===== config.mk =====
export PLATFORM = sky130hd
export DESIGN_NAME = team_06_echo_history_server
export DESIGN_NICKNAME = d
export VERILOG_FILES = /design/src/rtl/team_06_echo_pkg.sv /design/src/rtl/team_06_echo_ptr_unit.sv /design/src/rtl/team_06_echo_history_server.sv
export SDC_FILE = /design/constraint.sdc
export NUM_CORES = 1
export LEC_CHECK = 0
export CORE_MARGIN = 5
export CORE_UTILIZATION = 55
export CTS_CLUSTER_SIZE = 12
export DETAILED_ROUTE_END_ITERATION = 10
export GPL_ROUTABILITY_DRIVEN = 1
export PLACE_DENSITY = 0.8
export SLEW_MARGIN = 30
export SYNTH_ARGS = -nofsm -noshare
export SYNTH_HDL_FRONTEND = slang
export SYNTH_SLANG_ARGS = --single-unit

===== constraint.sdc =====
create_clock -name clk -period 6.7 [get_ports clk]
set_input_delay 1.34 -clock clk [delete_from_list [all_inputs] [get_ports clk]]
set_output_delay 1.34 -clock clk [all_outputs]
set_load 0.02 [all_outputs]

===== src/rtl/team_06_echo_pkg.sv =====
// -----------------------------------------------------------------------------
// team_06_echo_pkg
// Shared definitions for the echo-effect history server.
//   DEF_ADDR_W        : default buffer address width (8192-sample buffer)
//   DEF_DATA_W        : default audio sample width
//   echo_hist_state_t : request sequencer states
//   sample_t          : one audio sample at the default width
// -----------------------------------------------------------------------------
package team_06_echo_pkg;

   localparam int DEF_ADDR_W = 13;
   localparam int DEF_DATA_W = 8;

   typedef enum logic [1:0] {
      IDLE  = 2'd0,
      WRITE = 2'd1,
      READ  = 2'd2,
      RESP  = 2'd3
   } echo_hist_state_t;

   typedef logic [DEF_DATA_W-1:0] sample_t;

endpackage


===== src/rtl/team_06_echo_ptr_unit.sv =====
// -----------------------------------------------------------------------------
// team_06_echo_ptr_unit
// Write pointer, fill level and history read-address generation for the
// circular delay buffer.
// Ports:
//   clk          in   system clock
//   rst          in   synchronous reset, active-low
//   advance      in   one write has been accepted by memory
//   offset_q     in   age of the requested sample (0 = most recent save)
//   wr_ptr       out  address the next save goes to
//   rd_addr      out  address of the sample saved offset_q+1 saves ago
//   offset_miss  out  requested age is older than anything stored so far
// DEPTH must equal 2**ADDR_W so that pointer arithmetic wraps naturally.
// -----------------------------------------------------------------------------
module team_06_echo_ptr_unit
   import team_06_echo_pkg::*;
#(
   parameter int ADDR_W = DEF_ADDR_W,
   parameter int DEPTH  = 2**ADDR_W
)(
   input  logic              clk,
   input  logic              rst,
   input  logic              advance,
   input  logic [ADDR_W-1:0] offset_q,
   output logic [ADDR_W-1:0] wr_ptr,
   output logic [ADDR_W-1:0] rd_addr,
   output logic              offset_miss
);

   // One extra bit so the fill level can represent a completely full buffer.
   localparam logic [ADDR_W:0] FILL_MAX = (ADDR_W+1)'(DEPTH);

   logic [ADDR_W:0] fill_reg;

   always_ff @(posedge clk) begin
      if (!rst) begin
         wr_ptr   <= '0;
         fill_reg <= '0;
      end else if (advance) begin
         // Power-of-two depth: the ADDR_W-bit increment wraps DEPTH-1 -> 0.
         wr_ptr <= wr_ptr + ADDR_W'(1);
         if (fill_reg != FILL_MAX) begin
            fill_reg <= fill_reg + (ADDR_W+1)'(1);
         end
      end
   end

   // wr_ptr points at the next free slot, so the newest sample lives at
   // wr_ptr-1; the subtraction wraps modulo DEPTH.
   assign rd_addr     = wr_ptr - ADDR_W'(1) - offset_q;
   assign offset_miss = ({1'b0, offset_q} >= fill_reg);

endmodule


===== src/rtl/team_06_echo_history_server.sv =====
// -----------------------------------------------------------------------------
// team_06_echo_history_server
// Responder side of the echo-effect history interface. Every processed sample
// is saved into a circular delay buffer held in external sample memory, and
// search requests return the sample saved offset+1 saves ago.
// Ports:
//   clk, rst                 clock / synchronous active-low reset
//   sample_valid, save_audio new sample to store
//   search, offset           history read request (ignored while busy)
//   past_output              returned history sample (held until next response)
//   search_enable            one-cycle strobe: past_output valid
//   busy                     a search is pending or in flight
//   overrun                  sticky: a pending save was overwritten
//   mem_req/we/addr/wdata    shared SRAM port, held stable until mem_ack
//   mem_ack, mem_rdata       SRAM accept / read data (same cycle as ack)
//   err                      sticky memory watchdog error
// Optional feature macro: TEAM_06_ECHO_TIMEOUT_EN
//   defined   : a watchdog aborts a memory access after TIMEOUT_CYC cycles
//               without mem_ack and sets err
//   undefined : accesses wait indefinitely and err is tied 0
// -----------------------------------------------------------------------------
module team_06_echo_history_server
   import team_06_echo_pkg::*;
#(
   parameter int ADDR_W = DEF_ADDR_W,
   parameter int DATA_W = DEF_DATA_W,
   parameter int DEPTH  = 2**ADDR_W
`ifdef TEAM_06_ECHO_TIMEOUT_EN
   ,
   parameter int TIMEOUT_CYC = 64
`endif
)(
   input  logic              clk,
   input  logic              rst,
   input  logic              sample_valid,
   input  logic [DATA_W-1:0] save_audio,
   input  logic              search,
   input  logic [ADDR_W-1:0] offset,
   output logic [DATA_W-1:0] past_output,
   output logic              search_enable,
   output logic              busy,
   output logic              overrun,
   output logic              mem_req,
   output logic              mem_we,
   output logic [ADDR_W-1:0] mem_addr,
   output logic [DATA_W-1:0] mem_wdata,
   input  logic              mem_ack,
   input  logic [DATA_W-1:0] mem_rdata,
   output logic              err
);

   echo_hist_state_t  state_reg;
   logic              wr_pend_reg;
   logic              rd_pend_reg;
   logic [DATA_W-1:0] wr_buf_reg;
   logic [ADDR_W-1:0] offset_q_reg;
   logic [DATA_W-1:0] rd_data_reg;

   logic [ADDR_W-1:0] wr_ptr;
   logic [ADDR_W-1:0] rd_addr;
   logic              offset_miss;
   logic              wr_ack;

   assign wr_ack = (state_reg == WRITE) && mem_ack;
   assign busy   = rd_pend_reg || (state_reg == READ) || (state_reg == RESP);

   team_06_echo_ptr_unit #(
      .ADDR_W (ADDR_W),
      .DEPTH  (DEPTH)
   ) u_ptr (
      .clk         (clk),
      .rst         (rst),
      .advance     (wr_ack),
      .offset_q    (offset_q_reg),
      .wr_ptr      (wr_ptr),
      .rd_addr     (rd_addr),
      .offset_miss (offset_miss)
   );

`ifdef TEAM_06_ECHO_TIMEOUT_EN
   localparam int TMO_W = $clog2(TIMEOUT_CYC) + 1;
   logic [TMO_W-1:0] tmo_cnt_reg;
   logic             tmo_hit;
   // Counter is 0 on the first cycle of an access, so this fires on the
   // TIMEOUT_CYC-th cycle without an ack.
   assign tmo_hit = (tmo_cnt_reg == TMO_W'(TIMEOUT_CYC - 1));
`else
   assign err = 1'b0;
`endif

   always_ff @(posedge clk) begin
      if (!rst) begin
         state_reg     <= IDLE;
         wr_pend_reg   <= 1'b0;
         rd_pend_reg   <= 1'b0;
         wr_buf_reg    <= '0;
         offset_q_reg  <= '0;
         rd_data_reg   <= '0;
         past_output   <= '0;
         search_enable <= 1'b0;
         overrun       <= 1'b0;
         mem_req       <= 1'b0;
         mem_we        <= 1'b0;
         mem_addr      <= '0;
         mem_wdata     <= '0;
`ifdef TEAM_06_ECHO_TIMEOUT_EN
         tmo_cnt_reg   <= '0;
         err           <= 1'b0;
`endif
      end else begin
         search_enable <= 1'b0;

         // Single-entry write buffer. A save landing on the ack cycle of the
         // previous one simply queues; any other save while one is pending
         // replaces the buffered sample and flags overrun.
         if (sample_valid) begin
            wr_buf_reg  <= save_audio;
            wr_pend_reg <= 1'b1;
            if (wr_pend_reg && !wr_ack) begin
               overrun <= 1'b1;
            end
         end

         if (search && !busy) begin
            offset_q_reg <= offset;
            rd_pend_reg  <= 1'b1;
         end

         case (state_reg)
            IDLE: begin
`ifdef TEAM_06_ECHO_TIMEOUT_EN
               tmo_cnt_reg <= '0;
`endif
               // Writes first so a search always sees every earlier save.
               if (wr_pend_reg) begin
                  state_reg <= WRITE;
                  mem_req   <= 1'b1;
                  mem_we    <= 1'b1;
                  mem_addr  <= wr_ptr;
                  mem_wdata <= wr_buf_reg;
               end else if (rd_pend_reg && offset_miss) begin
                  // Nothing that old has been stored yet: answer 0 locally.
                  state_reg   <= RESP;
                  rd_data_reg <= '0;
                  rd_pend_reg <= 1'b0;
               end else if (rd_pend_reg) begin
                  state_reg <= READ;
                  mem_req   <= 1'b1;
                  mem_we    <= 1'b0;
                  mem_addr  <= rd_addr;
               end
            end

            WRITE: begin
               if (mem_ack) begin
                  mem_req   <= 1'b0;
                  state_reg <= IDLE;
                  if (!sample_valid) begin
                     wr_pend_reg <= 1'b0;
                  end
               end
`ifdef TEAM_06_ECHO_TIMEOUT_EN
               else if (tmo_hit) begin
                  // Drop the sample; pointer and fill stay where they were.
                  mem_req   <= 1'b0;
                  err       <= 1'b1;
                  state_reg <= IDLE;
                  if (!sample_valid) begin
                     wr_pend_reg <= 1'b0;
                  end
               end else begin
                  tmo_cnt_reg <= tmo_cnt_reg + TMO_W'(1);
               end
`endif
            end

            READ: begin
               if (mem_ack) begin
                  mem_req     <= 1'b0;
                  rd_data_reg <= mem_rdata;
                  rd_pend_reg <= 1'b0;
                  state_reg   <= RESP;
               end
`ifdef TEAM_06_ECHO_TIMEOUT_EN
               else if (tmo_hit) begin
                  mem_req     <= 1'b0;
                  err         <= 1'b1;
                  rd_data_reg <= '0;
                  rd_pend_reg <= 1'b0;
                  state_reg   <= RESP;
               end else begin
                  tmo_cnt_reg <= tmo_cnt_reg + TMO_W'(1);
               end
`endif
            end

            RESP: begin
               past_output   <= rd_data_reg;
               search_enable <= 1'b1;
               state_reg     <= IDLE;
            end

            default: state_reg <= IDLE;
         endcase
      end
   end

endmodule


Word level (Yosys, flattened, before mapping)
Cells that the tools add are included.

operators by class
  add/sub/neg operators = 4
  order comparisons = 1
  equality and inequality tests = 13
  mux-type cells = 31
  reductions and logical operators = 20

operators with widths
  cell                                                 number
  two-way mux 13 bit                                   3
  two-way mux 8 bit                                    3
  two-way mux 1 bit                                    16
  one-hot mux 8 bit (2 select lines)                   1
  adder 14 x 1 -> 14 bit, second input constant        1
  greater-or-equal comparator 13 x 14 -> 1 bit         1
  inequality test 14 bit, second input constant        1
  adder 13 x 1 -> 13 bit, second input constant        1
  subtractor 13 x 1 -> 13 bit, second input constant   1
  subtractor 13 bit                                    1
  two-way mux 2 bit                                    5
  inequality test 2 bit, second input constant         5
  one-hot mux 2 bit (4 select lines)                   1
  AND reduction 4 bit                                  2
  inequality test 3 bit, second input constant         2
  AND reduction 2 bit                                  3
  AND reduction 3 bit                                  2
  nonzero test 2 bit                                   3
  equality test 2 bit, second input constant           2
  logical AND 1 bit                                    4
  inequality test 4 bit, second input constant         1
  one-hot mux 1 bit (2 select lines)                   2
  equality test 2 x 1 -> 1 bit, second input constant  1
  logical NOT 1 bit                                    2
  other kinds (4)                                      5

storage, ports and cells
  flip-flop bits (word level) = 93
  bits of input ports = 34
  output and inout bits = 35
  word-level logic and storage cells = 84

Logic depth before layout (Yosys ltp)
  word-level depth = 9
  mapped depth = 10
  gate-level depth less buffers = 10

By module
From an unflattened synthesis, not the netlist that was laid out.

second synthesis, totals
  cells, all modules = 596
  area, all modules = 5,316.3 µm²

by module, submodules not included
  module                       times used  cells an instance  area each (µm²)
  team_06_echo_history_server  1           325                3,012.9
  team_06_echo_ptr_unit        1           271                2,303.5

Least setup slack after synthesis
OpenSTA, ideal clock, no wires.

  kind = flip-flop to output port
  start point = register state_reg[0]
  end point = output busy
  data arrival time = 1.177 ns
  setup slack = 4.183 ns
  stages on the path, launching flop included = 6
  path buffers = 1
  cells stage by stage = dfxtp_1 -> inv_1 -> ha_1 -> clkbuf_1 -> nor3_1 -> inv_1

on the way
  word-level cells in the longest chain between the ends = 3
  elaborated cells on any way between the ends = 4
  those cells by class = 2 x eq/ne; 2 x reduce/logical

RTL lines
  element                   RTL line                            source
  start: declaration        team_06_echo_history_server.sv:52   echo_hist_state_t state_reg;
  start signal: assignment  team_06_echo_history_server.sv:93   state_reg <= IDLE;
  start signal: assignment  team_06_echo_history_server.sv:136  state_reg <= WRITE;
  start signal: assignment  team_06_echo_history_server.sv:143  state_reg <= RESP;
  equality test 2 bit       team_06_echo_history_server.sv:65   assign busy = rd_pend_reg || (state_reg == READ) || (state_reg == RESP);
  logical OR 1 bit          team_06_echo_history_server.sv:65
  logical OR 1 bit *        team_06_echo_history_server.sv:65
  end: declaration          team_06_echo_history_server.sv:41   output logic busy,

Every way passes the cells marked *; elsewhere a longest branch is shown, timed or not.

Final worst setup path
Ends and elaborated chain as after synthesis.

==> summary.md <==
| Metric | Value |
|---|---|
| Outcome | `complete, no violations` |
| First-pass GRT wire length | `about 18000 um` |
| Final HPWL DP | `7910 um` |
| CTS Buf Count | `9` |
| Root buf cell | `clkbuf_8` |
| Initial antenna violation count | `0` |
| Worst min-delay path class | `reg -> reg` |
| RR Startpoint | `u_ptr.fill_reg[3]$_SDFFE_PN0P_` |
| Largest family of logic cells by synthesized area | `simple AND/OR/NAND/NOR gates` |
| Final hold slack | `0.4559 ns` |
| Slew Limit Fails | `0` |
| Post-synthesis compound-gate area fraction | `between 10% and 20%` |
| WL met3 | `about 440 um` |
| Least-Margin Pin Slew | `a little over 1 ns` |
| Commonest cells post-synth | `93 x dfxtp_1, 78 x nand2_1, 33 x inv_1` |
| Max_cap viols | `0` |
| Max reg flops | `14` |
| Power density cells | `about 290 nW/um^2` |
| Largest net degree at the start of global routing | `between 90 and 100` |
| Number of buffers added on ports | `67` |
| Power Total | `approximately 1700 uW` |
| Initial Util | `a little under three fifths` |
| Worst Skew | `0.008210 ns` |
| Cts hold-fix bufs | `0` |
| Startpoint Class | `flop` |
| XOR/XNOR Fraction of Synth Area | `under 10%` |
| Pre-antenna DRT Iters | `4` |
| Metal-1 WL | `roughly 4700 um` |
| Overflow after GRT | `0` |
| Fmax | `about 290 MHz` |
| Post-Synth Simple-Gate Area | `between 20% and 30%` |
| Setup violators final | `0` |
| Cell variety after synth | `52` |
| Mapped Nets | `a little over 600` |
| Yosys top cell area share | `38.23%` |
| Vias in the first global route | `about 4000` |
| FP Rows | `34` |
| Post-Synthesis Cell Area | `slightly below 5000 um^2` |
| Share of flip-flops with an asynchronous set or reset | `0%` |
| HP Start | `rd_data_reg[4]$_SDFFE_PN0P_` |
| Synth area leader | `dfxtp_1` |
| Final min period | `between 3 and 4 ns` |
| DRC | `0` |
| Die height | `104.1 um` |
| Top post-synthesis cells by area | `dfxtp_1 38%, ha_1 8.2%, nand2_1 6.0%` |
| Headroom to the max-slew limit | `between 30% and 40%` |
| Syn Inst Count | `550` |
| H-tree depth | `3` |
| PostCTS Resize Cnt | `0` |
| Highest metal used | `met4` |
| Critical Path Sink Type | `primary output` |
| Crit-path max FO | `10` |
| Peak VDD IR | `about 190 uV` |
| Synth warn | `0` |
| Seq/Total Area, Yosys | `approximately two fifths` |
| Final std cells w/o fill | `719` |
| Post-CTS Setup Repair Bufs | `0` |
| Via-to-Cell Ratio | `about 5.4` |
| Drt wl/cell | `between 10 and 15 um` |
| Post-DRT Antenna Nets | `0` |
| CTS Buffer Depth | `2` |
| Top FF cell, synth | `dfxtp_1` |
| DR vias | `between 3000 and 4000` |
| Flop and latch count out of synthesis | `slightly above 90` |
| Clock edge transition at the registers on the reported setup and hold paths | `~0.090 ns` |
| Post-Route WL | `~11000 um` |
| Crit Path Class | `reg -> out` |
| CP startpoint | `state_reg[0]$_SDFFE_PN0P_` |
| Mux contribution to synthesized area | `under 10%` |
| Top Ports | `between 60 and 70` |
| Die Area | `~11000 um^2` |
| Period utilization | `52.07%` |
| Setup TNS Final | `0 ns` |
| WL met2 | `approximately 5300 um` |
| Crit path DAT | `2.15 ns` |
| Dpl ws | `between 3 and 4 ns` |
| Synth Area in Adders | `about 8.6%` |
| Synthesized area per cell | `between 8 and 9 um^2` |
| Leakage | `0.002274 uW` |
| Placed cell count | `703` |
| Layout cells sized above 1 | `5.401%` |
| Final WS setup | `3.211 ns` |
| CTS Sinks | `93` |
| Area Overhead vs Synth | `18.91%` |
| Antenna Cells | `0` |
| Total GRT Usage | `19.76%` |
| CORE AREA | `between 8000 and 9000 um^2` |
| WP data required | `approximately 5.4 ns` |
| RSZ-0062 raised after global routing | `false` |
| GPL Wtd Cong | `0.8468` |
| TritonCTS clock tree | `done` |
| Clock Latency Late Sink | `between 0.3 and 0.4 ns` |
| Final Hold Violating Endpoints | `0` |
| FILL cells | `a little over 700` |
| Die extent in x | `between 100 and 150 um` |
| Fin nets | `673` |
| Count leader, synth | `dfxtp_1` |
| Initial drt markers | `between 150 and 200` |
| Post-synth EDFFs | `0` |
## power breakdown
| part | total, uW | internal (uW) | leakage, uW | switching, uW |
|---|---|---|---|---|
| Clock | 410 | 212 | 0.000114 | 198 |
| Combinational | 593 | 254 | 0.00140 | 340 |
| Sequential | 666 | 616 | 0.000757 | 50.3 |
## cells by family after synthesis
group | count (synthesis)
AND/OR/NAND/NOR | 200
AO/OA/AOI/OAI | 115
flip-flops | 93
buffers and inverters | 57
adder cells (fa/ha/maj) | 33
XOR/XNOR | 31
multiplexers | 20
other | 1
## cell usage in the layout (no fill, tap or decap), types with 6 or more instances in the layout
master           count
a21boi_0            15
a21boi_1            23
a21oi_1             18
and2_1              29
and3_1               8
clkbuf_8             9
clkdlybuf4s50_1     66
dfxtp_1             93
ha_1                32
inv_1               33
mux2i_1             20
nand2_1             78
nand2b_1             6
nand3_1             10
nand3b_1             8
nand4_1              8
nor2_1              18
nor2b_1             23
o211a_1              6
o21ai_0             10
o21ai_1              9
xnor2_1             25
xor2_1               6
## final timing paths
check                                     end  depth (start not counted)  slack (ns)
setup reg to reg     mem_addr[3]$_SDFFE_PN0P_                          8        4.12
setup / recovery                         busy                          4        3.21
hold reg to reg   rd_data_reg[4]$_SDFFE_PN0P_                          2        0.46
hold / removal    rd_data_reg[4]$_SDFFE_PN0P_                          2        0.46
## stage by stage
step | utilization (%) | instance area, um^2
global route | 66.72 | 5791
finish | 66.72 | 5791
detailed placement | 64.19 | 5570
floorplan | - | 4870
global placement | 64.19 | 5570
CTS | 66.72 | 5791
## routing by layer
metal	GRT usage, %	vias to the layer above
li1	-	1985
met5	0	-
met3	4.531	18
met4	5.643	0
met2	34.93	79
met1	23.88	1825
## area by class of cell
class	instances	area, um^2	share of cell area (%)
clock buffer	9	123.9	2.139
tap	108	135.1	2.334
clock inverter	7	96.34	1.664
sequential	93	1862	32.15
multi-input combinational	400	2773	47.88
inverter	34	127.6	2.204
timing repair buffer	68	673.1	11.62
## critical path, cell delays in order (launching register included)
cell	delay (ns)
dfxtp_1	0.40
ha_1	0.54
nor3_1	0.16
inv_1	0.09
clkdlybuf4s50_1	0.60
Power figures use the tool's default switching activity.
